==> src/rtl/pc_sequencer.sv <==
// Program-counter sequencer: it chooses the next fetch address (sequential, branch,
// jump, jump-register) and handles the boot, flush, halt and misaligned-JR exception paths.
module pc_sequencer #(
  parameter logic [31:0] RESET_PC = 32'h0000_0000,
  parameter logic [31:0] EXC_PC   = 32'h0000_0080
) (
  input  logic        clock,
  input  logic        reset,
  input  logic [2:0]  PCOp,
  input  logic [31:0] branch_target,
  input  logic [25:0] jump_index,
  input  logic [31:0] jr_addr,
  input  logic        imem_ack,
  input  logic        stall,
  input  logic        halt,
  output logic [31:0] pc,
  output logic [31:0] pc_plus4,
  output logic        imem_req,
  output logic        flush,
  output logic [31:0] epc,
  output logic        addr_err,
  output logic        halted
);

  typedef enum logic [1:0] {
    BOOT   = 2'd0,
    FETCH  = 2'd1,
    FLUSH  = 2'd2,
    HALTED = 2'd3
  } state_t;

  state_t      state_q, state_d;
  logic [31:0] pc_q, pc_d;
  logic [31:0] epc_q, epc_d;
  logic        addr_err_q, addr_err_d;

  assign pc_plus4 = pc_q + 32'd4;
  assign pc       = pc_q;
  assign epc      = epc_q;
  assign addr_err = addr_err_q;

  always_ff @(posedge clock or posedge reset) begin
    if (reset) begin
      state_q    <= BOOT;
      pc_q       <= RESET_PC;
      epc_q      <= 32'h0000_0000;
      addr_err_q <= 1'b0;
    end else begin
      state_q    <= state_d;
      pc_q       <= pc_d;
      epc_q      <= epc_d;
      addr_err_q <= addr_err_d;
    end
  end

  // addr_err is registered, so it is high during the FLUSH cycle that follows a bad JR
  always_comb begin
    state_d    = state_q;
    pc_d       = pc_q;
    epc_d      = epc_q;
    addr_err_d = 1'b0;
    case (state_q)
      BOOT:   state_d = FETCH;
      FETCH: begin
        if (imem_ack && !stall) begin
          if (halt) begin
            state_d = HALTED;
          end else begin
            case (PCOp)
              3'b001: begin
                pc_d    = branch_target;
                state_d = FLUSH;
              end
              3'b010: begin
                pc_d    = {pc_plus4[31:28], jump_index, 2'b00};
                state_d = FLUSH;
              end
              3'b100: begin
                state_d = FLUSH;
                if (jr_addr[1:0] == 2'b00) begin
                  pc_d = jr_addr;
                end else begin
                  epc_d      = pc_q;
                  pc_d       = EXC_PC;
                  addr_err_d = 1'b1;
                end
              end
              default: pc_d = pc_plus4;
            endcase
          end
        end else begin
          state_d = FETCH;
        end
      end
      FLUSH:   state_d = FETCH;
      HALTED:  state_d = HALTED;
      default: state_d = BOOT;
    endcase
  end

  always_comb begin
    imem_req = 1'b0;
    flush    = 1'b0;
    halted   = 1'b0;
    case (state_q)
      BOOT:    imem_req = 1'b0;
      FETCH:   imem_req = 1'b1;
      FLUSH:   flush    = 1'b1;
      HALTED:  halted   = 1'b1;
      default: imem_req = 1'b0;
    endcase
  end

endmodule

==> config.mk <==
export PLATFORM = sky130hd
export DESIGN_NAME = pc_sequencer
export DESIGN_NICKNAME = d
export VERILOG_FILES = /design/src/rtl/pc_sequencer.sv
export SDC_FILE = /design/constraint.sdc
export NUM_CORES = 1
export LEC_CHECK = 0
export BUFFER_PORTS_ARGS = -buffer_cell sky130_fd_sc_hd__buf_2
export CAP_MARGIN = 20
export CORE_MARGIN = 3
export CORE_UTILIZATION = 43
export DETAILED_ROUTE_END_ITERATION = 6
export PLACE_DENSITY = 0.86
export SLEW_MARGIN = 15
export SYNTH_ARGS = -nofsm -noshare
export SYNTH_HDL_FRONTEND = slang
export SYNTH_SLANG_ARGS = --single-unit
==> constraint.sdc <==
create_clock -name clock -period 1.8 [get_ports clock]
set_input_delay 0.09 -clock clock [delete_from_list [all_inputs] [get_ports clock]]
set_output_delay 0.09 -clock clock [all_outputs]
set_load 0.02 [all_outputs]
# Word level (Yosys, flattened, before mapping)

Cells that the tools add are included.

Memories: 0
Memory bits (writable): 0
Bits in registers: 67
Bits in read-only memories: 0
Latch bits: 0

Multiplexer cells: 14
Shift-type cells: 0
Equal/unequal tests: 7
Add/subtract/negate cells: 1
Reductions and logical operators: 8
Multiply operators: 0
Bitwise logic cells: 2
Div/mod/pow operators: 0
Order comparisons: 0

Operator list:

| operator                | count |
|---|---|
| $pmux W32 S3            | 1 |
| $add A32 B3 Y32 const B | 1 |
| $mux W32                | 1 |
| $mux W1                 | 8 |
| $mux W2                 | 3 |
| $pmux W2 S3             | 1 |
| $reduce_and A5 Y1       | 1 |
| $eq A2 B2 Y1 const B    | 2 |
| $logic_not A2 Y1        | 2 |
| $ne A4 B4 Y1 const B    | 1 |
| $eq A3 B1 Y1 const B    | 1 |
| $eq A3 B2 Y1 const B    | 1 |
| $eq A3 B3 Y1 const B    | 1 |
| $reduce_and A3 Y1       | 1 |
| $reduce_or A3 Y1        | 1 |
| $eq A2 B1 Y1 const B    | 1 |
| $not A1 Y1              | 2 |
| $reduce_or A2 Y1        | 1 |
| $logic_and A1 B1 Y1     | 1 |
| $logic_not A1 Y1        | 1 |

# Longest topological paths before layout

Gate-level depths: netlist (run 1).

Word-level depth: 6
Gate-level depth with buffers: 8

# Least setup slack after synthesis (run 1)

OpenSTA, ideal clock, no wires.

Path kind: register to output
Start point: reg pc_q[2] (netlist: pc[2])
End point: out pc_plus4[22]
Stages on the path, launching flop included: 7
Arrival: 2006 ps
Slack: -296 ps
Required time: 1710 ps
Path through: dfrtp_1 ha_1 clkbuf_1 nand4_1 nor2_1 nand3_1 xnor2_1

Longest elaborated chain between the ends: 1

Ends and longest elaborated chain:

| what                   | line | source |
|---|---|---|
| start, declared        | 33   | `logic [31:0] pc_q, pc_d;` |
| start signal, assigned | 50   | `pc_q <= pc_d;` |
| $add A32 B3 Y32        | 37   | `assign pc_plus4 = pc_q + 32'd4;` |
| end, declared          | 17   | `output logic [31:0] pc_plus4,` |

No other way between the ends.

# Worst setup path in the final report (run 1)

Start point: reg pc_q[10] (netlist: pc[10])
End point: out pc_plus4[20]

Same word-level chain as after synthesis.

==> flow_metrics.tcl, run 1 <==
set metrics [dict create \
    status "finished with violations" \
    violations "design-rule violations, negative setup slack" \
    initial_core_util 0.446 \
    synth_area_um2 4160 \
    fin_setup_tns_ns -7.67 \
    synth_top_family_by_area "compound AO/OA/AOI/OAI gates" \
    fin_crit_sh 1.12 \
    antenna_cells 0 \
    synthCells 429 \
    synth_adder_area_share 0.00300 \
    ant_nets 0 \
    worst-path-max-fanout 6 \
    critPathLaunch "pc[10]$_DFFE_PP0P_" \
    die_area_um2 10900 \
    grt_util_met3 0.0565 \
    post_dp_cell_area_um2 5880 \
    detail_route.wl_per_cell_um 22.1 \
    clkLatencyLatePin_ns 0.35 \
    pwr_density_cell_nw_per_um2 802 \
    clkSinkCount 67 \
    crit_path_end "pc_plus4[20]" \
    fillers 580 \
    worstSetupPathType "reg2out" \
    ys_ff_latch 67 \
    hp-class "in2reg" \
    stdcell_count 845 \
    dieWidth_um 104 \
    core_um2 9330 \
    synthArstFlopShare 1.00 \
    finalSetupViolCount 60 \
    synth_compound_gate_area_share 0.203 \
    io_pins 198 \
    yosysSeqAreaShare 0.403 \
    fin_worst_hold_slack_ns 0.0479 \
    gp_congestion 0.863 \
    cp_data_required_time_ns 1.71 \
    dp_hpwl_um 11800 \
    drc 2 \
    worst_ep_arrival_time_ns 1.93 \
    ys_top_cells_by_area "dfrtp_1 (40%), mux2_1 (5.1%), xnor2_1 (5.0%)" \
    peakVddDrop_v 0.000408 \
    numPlacedInstances 786 \
    synth_common_cells "dfrtp_1 (67), nand2_1 (32), xnor2_1 (24)" \
    syn2layout_area_growth_pct 69.4 \
    p_leak_nw 3.46 \
    nNetsFinal 810 \
    grt_antenna_before_repair 0 \
    max-cap-violations 0 \
    ys_warn_count 0 \
    fp-row-count 35 \
    rsz0062_at_grt "true" \
    syn_nets 528 \
    grt_start_max_net_pins 44 \
    hold_viol_final 0 \
    reg2reg_depth 6 \
    grt_pass1_vias 4889 \
    drt-initial-drc-count 724 \
    htree_num_levels 3 \
    met2_usage 0.492 \
    critPathLaunchType "flip-flop" \
    ys_types 63 \
    synth_top_area_frac 0.403 \
    num_vias 5172 \
    fin_skew_ns 0.00938 \
    crit_path_end_kind "output pin" \
    worstMarginPinSlew_ns 0.620 \
    drive_gt1_frac 0.633 \
    port_buffers 197 \
    yosysTopAreaCell "dfrtp_1" \
    synth.most_common_cell "dfrtp_1" \
    timing.fmax_mhz 494 \
    finalWorstSetupSlack_ns -0.224 \
    avgSynthCellArea_um2 9.71 \
    timing.rr.start "state_q[1]$_DFFE_PP0P_" \
    top_usage_layer "met2" \
    final_cell_area_um2 7050 \
    die_height_um 104 \
    cts_buffers 9 \
    cts_tree "built" \
    ys.flop_type "dfrtp_1" \
    drt_wl_total_um 18700 \
    relSlewSlack 0.582 \
    synth_edf_count 0 \
    grt.overflow.total 0 \
    track_usage 0.294 \
    grt_pass1_wl_um 25600 \
    dr.pass1.iters 7 \
    synthMuxAreaShare 0.0865 \
    cts_root_buf "clkbuf_8" \
    r2r_slack_ns -0.17 \
    report.final.slew_viol_count 0 \
    ctsLongestPathBuffers 2 \
    r2r-end "epc[0]$_DFFE_PP0P_" \
    period_needed_ns 2.02 \
    dp_slack_ns -0.0351 \
    met1_usage 0.373 \
    via_per_inst 6.12 \
    utilization 0.756 \
    synthXorXnorAreaFrac 0.0610 \
    yosys.area_share.simple 0.177 \
    finalPower_mw 5.66 \
    clkTransAtPathRegs_ns 0.08 \
]
==> registers in the layout (all words and copies together) (netlist names) <==
signal / flops
addr_err: 1
pc: 32
state_q: 2
epc: 32
==> how the worst min path moves through the flow <==
stage,startpoint,to,slack [ns],cells after the start
floorplan,branch_target[0],pc[0]$_DFFE_PP0P_,0.23,2
global placement,reset,epc[23]$_DFFE_PP0P_,0.19,3
detailed placement,reset,epc[21]$_DFFE_PP0P_,0.19,3
CTS,jr_addr[4],pc[4]$_DFFE_PP0P_,0.02,3
global route,jump_index[1],pc[3]$_DFFE_PP0P_,0.04,3
finish,branch_target[3],pc[3]$_DFFE_PP0P_,0.05,3
==> worst max-delay path, stage by stage, from the launching register on <==
cell	delay, ns
dfrtp_2	0.37
and4_4	0.27
nand4_1	0.20
buf_4	0.21
nor2_4	0.12
buf_6	0.11
xor2_1	0.14
buf_4	0.16
==> cells by family (layout without fill, tap and decap cells) <==
group                      Yosys count  in the layout
AOI/OAI and AO/OA                  112            112
xor gates and xnor gates            29             29
adders and majority gates            1              1
buffers and inverters               53            340
DFF                                 67             67
muxes                               32             32
and+or+nand+nor                    135            135
==> cell usage in the layout, fill, tap and decap left out, types with 4 or more instances in the layout <==
| cell | netlist | final |
|---|---|---|
| o21a_1 | 6 | 6 |
| dfrtp_2 | 0 | 13 |
| nand3_2 | 1 | 5 |
| inv_1 | 12 | 11 |
| o31a_1 | 4 | 4 |
| nor3_1 | 9 | 4 |
| a21oi_1 | 17 | 14 |
| a22o_1 | 4 | 4 |
| nand2_1 | 32 | 26 |
| a22oi_1 | 6 | 6 |
| and4_4 | 0 | 7 |
| xnor2_2 | 0 | 15 |
| xnor2_1 | 24 | 7 |
| a221oi_2 | 0 | 4 |
| clkbuf_8 | 0 | 10 |
| nor2_1 | 22 | 20 |
| a222oi_1 | 13 | 13 |
| and3_1 | 8 | 6 |
| and2_4 | 0 | 4 |
| o21ai_0 | 14 | 11 |
| o21ai_1 | 4 | 7 |
| nand3_1 | 17 | 7 |
| nor3_4 | 2 | 5 |
| buf_4 | 8 | 103 |
| a221oi_1 | 8 | 4 |
| nand4_1 | 10 | 10 |
| nand3_4 | 0 | 6 |
| mux2_4 | 0 | 32 |
| buf_2 | 15 | 174 |
| buf_12 | 0 | 7 |
| dlygate4sd3_1 | 0 | 4 |
| dfrtp_1 | 67 | 54 |
| nand2_2 | 0 | 4 |
| buf_6 | 4 | 20 |
==> routing by layer <==
metal,vias up,part of all wire
met5,-,0
met4,0,0.037
met2,437,0.48
li1,2173,-
met1,2482,0.37
met3,80,0.11
==> power by group <==
group          internal [mW]  switching [mW]
logic                   1.09            1.47
registers               1.69           0.132
clock network          0.676           0.597
==> cell type report <==
type | count | area, um^2 | share of cell area
multi-input combinational | 309 | 2820 | 0.400
tap | 129 | 161 | 0.0229
inverter | 12 | 48.8 | 0.00692
timing repair buffer | 312 | 2140 | 0.303
clock inverter | 3 | 40.0 | 0.00568
clock buffer | 13 | 149 | 0.0211
sequential | 67 | 1690 | 0.240
==> what timing repair did <==
| action | in CTS | in global routing |
|---|---|---|
| resized for setup | 70 | 67 |
| setup endpoints to repair | 45 | 56 |
| pin swaps | 19 | 30 |
| setup buffers | 19 | 20 |
| endpoints found under the hold margin | 70 | 0 |
| gates cloned | 0 | 4 |
| hold buffers | 4 | 0 |
Power figures use the tool's default switching activity.
==> inputs of run 2 (changes only) <==
--- a/config.mk
+++ b/config.mk
@@ -10,7 +10,9 @@
 export CORE_MARGIN = 3
 export CORE_UTILIZATION = 43
 export DETAILED_ROUTE_END_ITERATION = 6
+export HOLD_SLACK_MARGIN = 0.15
 export PLACE_DENSITY = 0.86
+export RECOVER_POWER = 25
 export SLEW_MARGIN = 15
 export SYNTH_ARGS = -nofsm -noshare
 export SYNTH_HDL_FRONTEND = slang
==> flow_metrics.tcl, run 2 (synthesized netlist as in run 1, its figures left out) <==
set metrics [dict create \
    worst-path-max-fanout 6 \
    grt_pass1_wl_um 27800 \
    clkTransAtPathRegs_ns 0.08 \
    relSlewSlack 0.112 \
    cts_buffers 9 \
    timing.fmax_mhz 465 \
    cts_tree "built" \
    worstSetupPathType "reg2out" \
    utilization 0.810 \
    crit_path_end_kind "output pin" \
    post_dp_cell_area_um2 5880 \
    clkSinkCount 67 \
    ctsLongestPathBuffers 2 \
    drive_gt1_frac 0.626 \
    r2r_slack_ns -0.23 \
    report.final.slew_viol_count 0 \
    port_buffers 197 \
    critPathLaunch "pc[11]$_DFFE_PP0P_" \
    layout_commonest_cell "buf_2" \
    worst_ep_arrival_time_ns 2.06 \
    fp-row-count 35 \
    grt_start_max_net_pins 44 \
    cp_data_required_time_ns 1.71 \
    die_area_um2 10900 \
    detail_route.wl_per_cell_um 24.6 \
    die_height_um 104 \
    grt_pass1_vias 5191 \
    finalSetupViolCount 81 \
    fin_crit_sh 1.19 \
    nNetsFinal 850 \
    fillers 505 \
    dieWidth_um 104 \
    critPathLaunchType "flip-flop" \
    reg2reg_depth 6 \
    crit_path_end "pc_plus4[22]" \
    htree_num_levels 3 \
    num_vias 5633 \
    status "finished with violations" \
    clkLatencyLatePin_ns 0.36 \
    period_needed_ns 2.15 \
    initial_core_util 0.446 \
    r2r-end "epc[27]$_DFFE_PP0P_" \
    grt_antenna_before_repair 0 \
    rsz0062_at_grt "true" \
    worstMarginPinSlew_ns 1.33 \
    ant_nets 0 \
    antenna_cells 0 \
    syn2layout_area_growth_pct 81.4 \
    max-cap-violations 0 \
    drt_wl_total_um 21800 \
    final_cell_area_um2 7550 \
    gp_congestion 0.863 \
    peakVddDrop_v 0.000457 \
    cts_root_buf "clkbuf_8" \
    fin_skew_ns 0.0151 \
    hp-class "in2reg" \
    pwr_density_cell_nw_per_um2 777 \
    timing.rr.start "state_q[1]$_DFFE_PP0P_" \
    final_cell_mix "buf_2 (172), buf_4 (100), dfrtp_1 (54), dlygate4sd3_1 (33)" \
    track_usage 0.318 \
    violations "negative setup slack" \
    grt.overflow.total 0 \
    p_leak_nw 3.66 \
    seqCellArea_um2 1690 \
    io_pins 198 \
    hold_viol_final 0 \
    finalWorstSetupSlack_ns -0.350 \
    multi_input_area_um2 2910 \
    drc 0 \
    drt-initial-drc-count 920 \
    dp_hpwl_um 11800 \
    dr.pass1.iters 6 \
    via_per_inst 6.36 \
    core_um2 9330 \
]
## run 2: power by group
part | leakage [nW] | internal, mW | switching [mW]
Sequential | 0.827 | 1.69 | 0.137
Combinational | 2.74 | 1.16 | 1.59
Clock | 0.0974 | 0.676 | 0.618
Total | 3.66 | 3.52 | 2.35
## run 2: metrics by stage
step / total power [mW] / setup slack (ns) / setup TNS, ns / cells / hold WS, ns
after global routing: 6.04 / -0.372 / -14.22 / 885 / 0.172
after floorplan: 3.07 / -0.0746 / -1.43 / 429 / 0.226
after CTS: 5.40 / -0.175 / -1.92 / 850 / 0.151
final: 5.87 / -0.350 / -11.35 / 885 / 0.148
after detailed placement: 3.92 / -0.0351 / -0.196 / 786 / 0.193
after global placement: 3.88 / -0.0236 / -0.0246 / 786 / 0.193
## run 2: layer usage
layer  GRT usage  vias up  wire length (um)
met5           0        -                 0
met4       0.135        0              1490
met3      0.0602      157              2570
met2       0.533      534             10100
met1       0.402     2690              7640
li1            -     2252                 -
## run 2: worst max-delay path, stage by stage (launching register included)
cell and delay [ns]:
dfrtp_2 0.37, and4_4 0.29, nand4_1 0.24, buf_4 0.23
nor2_4 0.14, nand3_2 0.11, xnor2_2 0.15, buf_4 0.16
## run 2: worst min path at each step
stage	startpoint	end	slack [ns]	cells past startpoint
floorplan	branch_target[0]	pc[0]$_DFFE_PP0P_	0.23	2
global placement	reset	epc[23]$_DFFE_PP0P_	0.19	3
detailed placement	reset	epc[21]$_DFFE_PP0P_	0.19	3
CTS	branch_target[23]	pc[23]$_DFFE_PP0P_	0.15	4
global route	jr_addr[24]	pc[24]$_DFFE_PP0P_	0.17	4
finish	jr_addr[25]	pc[25]$_DFFE_PP0P_	0.15	4
## run 2: cell type report
cell class | count | area share
clock buffer | 13 | 0.0197
tap | 129 | 0.0214
clock inverter | 3 | 0.00530
multi-input combinational | 309 | 0.385
timing repair buffer | 352 | 0.338
inverter | 12 | 0.00646
sequential | 67 | 0.224
## run 2: repair_timing
action | 4_1_cts | 5_1_grt
pin swaps | 19 | 47
setup buffers | 19 | 33
gates cloned | 0 | 5
setup endpoints to repair | 45 | 57
gates resized for setup | 70 | 102
hold buffers | 30 | 3
endpoints found under the hold margin | 81 | 3
==> inputs of run 3 (changes only) <==
--- a/config.mk
+++ b/config.mk
@@ -8,10 +8,11 @@
 export BUFFER_PORTS_ARGS = -buffer_cell sky130_fd_sc_hd__buf_2
 export CAP_MARGIN = 20
 export CORE_MARGIN = 3
-export CORE_UTILIZATION = 43
+export CORE_UTILIZATION = 47
 export DETAILED_ROUTE_END_ITERATION = 6
+export GPL_TIMING_DRIVEN = 0
 export HOLD_SLACK_MARGIN = 0.15
-export PLACE_DENSITY = 0.86
+export PLACE_DENSITY = 0.89
 export RECOVER_POWER = 25
 export SLEW_MARGIN = 15
 export SYNTH_ARGS = -nofsm -noshare
==> constraint.sdc (replaced) <==
create_clock -name clock -period 2.2 [get_ports clock]
set_input_delay 0.11 -clock clock [delete_from_list [all_inputs] [get_ports clock]]
set_output_delay 0.11 -clock clock [all_outputs]
set_load 0.02 [all_outputs]
==> flow_metrics.tcl, run 3 (synthesized netlist as in run 1, its figures left out) <==
set metrics [dict create \
    finalSetupViolCount 2 \
    critPathLaunchType "flip-flop" \
    hp-class "in2reg" \
    num_vias 4934 \
    violations "negative setup slack" \
    dr.pass1.iters 7 \
    peakVddDrop_v 0.000341 \
    die_height_um 100 \
    io_pins 198 \
    initial_core_util 0.494 \
    status "finished with violations" \
    p_leak_nw 3.07 \
    grt_start_max_net_pins 48 \
    dp_slack_ns -0.294 \
    rsz0062_at_grt "true" \
    nNetsFinal 789 \
    numPlacedInstances 730 \
    clkPwrFrac 0.245 \
    fillers 620 \
    worst-path-max-fanout 7 \
    fin_setup_tns_ns -0.0353 \
    fin_skew_ns 0.0135 \
    cp_data_required_time_ns 2.09 \
    grt_pass1_wl_um 25200 \
    relSlewSlack 0.240 \
    grt_util_met3 0.0632 \
    drt_wl_total_um 17200 \
    stdcell_count 799 \
    timing.rr.start "state_q[1]$_DFFE_PP0P_" \
    swShare 0.386 \
    cts_buffers 9 \
    cts_tree "built" \
    max-cap-violations 0 \
    clkTransAtPathRegs_ns 0.08 \
    seqPwrFrac 0.363 \
    drive_gt1_frac 0.468 \
    detail_route.wl_per_cell_um 21.5 \
    core_um2 8420 \
    drc 0 \
    gp_congestion 0.876 \
    via_per_inst 6.18 \
    layout_commonest_cell "buf_2" \
    crit_path_end_kind "output pin" \
    clkLatencyLatePin_ns 0.35 \
    timing.fmax_mhz 450 \
    multi_input_area_um2 2330 \
    period_needed_ns 2.22 \
    fin_crit_sh 1.01 \
    final_cell_mix "buf_2 (193), dfrtp_1 (59), buf_4 (40), nand2_1 (32), dlygate4sd3_1 (27)" \
    dieWidth_um 100 \
    grt_antenna_before_repair 0 \
    p_int_mw 2.68 \
    grt_pass1_vias 4717 \
    r2r-end "pc[5]$_DFFE_PP0P_" \
    syn2layout_area_growth_pct 48.3 \
    pwr_density_cell_nw_per_um2 708 \
    r2r_slack_ns 0.08 \
    hold_depth 4 \
    track_usage 0.326 \
    fp-row-count 33 \
    report.final.slew_viol_count 0 \
    top_usage_layer "met2" \
    clkSinkCount 67 \
    port_buffers 195 \
    antenna_cells 0 \
    hold_viol_final 0 \
    met2_usage 0.548 \
    finalWorstSetupSlack_ns -0.0229 \
    worstSetupPathType "reg2out" \
    drt-initial-drc-count 464 \
    worst_ep_arrival_time_ns 2.11 \
    die_area_um2 10000 \
    dp_hpwl_um 11700 \
    switching_power_mw 1.69 \
    reg2reg_depth 6 \
    seqCellArea_um2 1690 \
    ant_nets 0 \
    finalPower_mw 4.37 \
    htree_num_levels 3 \
    grt.overflow.total 0 \
    ctsLongestPathBuffers 2 \
    hold_end "pc[14]$_DFFE_PP0P_" \
    p_comb_frac 0.392 \
    worstMarginPinSlew_ns 1.14 \
    hold_start "branch_target[14]" \
    cts_root_buf "clkbuf_8" \
    met1_usage 0.414 \
]
==> run 3: changes by cell type in the layout (fill, tap and decap cells not counted), sizes merged <==
cell | previous run | this run
clkbuf | 19 | 31
buf | 313 | 246
dlygate4sd3 | 33 | 27
clkinv | 2 | 1
==> run 3: layer usage <==
metal	vias up	part of all wire
li1	2137	-
met1	2360	0.37
met2	380	0.49
met3	57	0.11
met4	0	0.036
met5	-	0
==> run 3: power by group through the flow <==
stage / registers [mW] / logic (mW) / clock network (mW)
after floorplan: 1.70 / 0.723 / 0
after global placement: 1.55 / 1.40 / 0
after detailed placement: 1.57 / 1.43 / 0
after CTS: 1.56 / 1.53 / 1.06
after global routing: 1.60 / 1.80 / 1.13
final: 1.58 / 1.72 / 1.07
==> run 3: per-stage QoR <==
| step | instance area [um^2] | utilization | hold slack [ns] |
|---|---|---|---|
| 2_1_floorplan | 4160 | - | 0.246 |
| 3_3_place_gp | 5270 | 0.626 | 0.364 |
| 3_5_place_dp | 5300 | 0.629 | 0.0909 |
| 4_1_cts | 5960 | 0.707 | 0.154 |
| 5_1_grt | 6170 | 0.733 | 0.170 |
| 6_report | 6170 | 0.733 | 0.152 |
==> run 3: cell type report <==
cell class | count | area share
Timing Repair Buffer | 250 | 0.240
Clock inverter | 2 | 0.00567
Clock buffer | 13 | 0.0257
Multi-Input combinational cell | 309 | 0.378
Tap cell | 105 | 0.0213
Sequential cell | 67 | 0.273
Inverter | 12 | 0.00750
Buffer | 41 | 0.0486
==> run 3: worst max-delay path by stage <==
stage,slack [ns],to,startpoint,cells past startpoint
detailed placement,-0.29,pc_plus4[22],pc[2]$_DFFE_PP0P_,7
global placement,-0.45,epc[15]$_DFFE_PP0P_,reset,2
floorplan,0.08,pc_plus4[22],pc[2]$_DFFE_PP0P_,6
global route,-0.11,pc_plus4[25],pc[8]$_DFFE_PP0P_,8
CTS,0.004,pc_plus4[29],pc[11]$_DFFE_PP0P_,7
finish,-0.02,pc_plus4[24],pc[6]$_DFFE_PP0P_,7
==> run 3: worst max-delay path, cell delays in order, from the launching register on <==
cell	delay, ns
dfrtp_2	0.44
and4_4	0.26
buf_8	0.12
nand4_1	0.18
buf_4	0.19
nor3_2	0.19
xor2_1	0.18
buf_2	0.19
==> run 3: timing repair <==
action                     CTS  global route
cloned                       0             1
hold endpoints to repair    83             1
pin swaps                    9            10
setup endpoints to repair   62            28
hold buffers                26             1
resized for setup           35            38
setup buffers               14            12
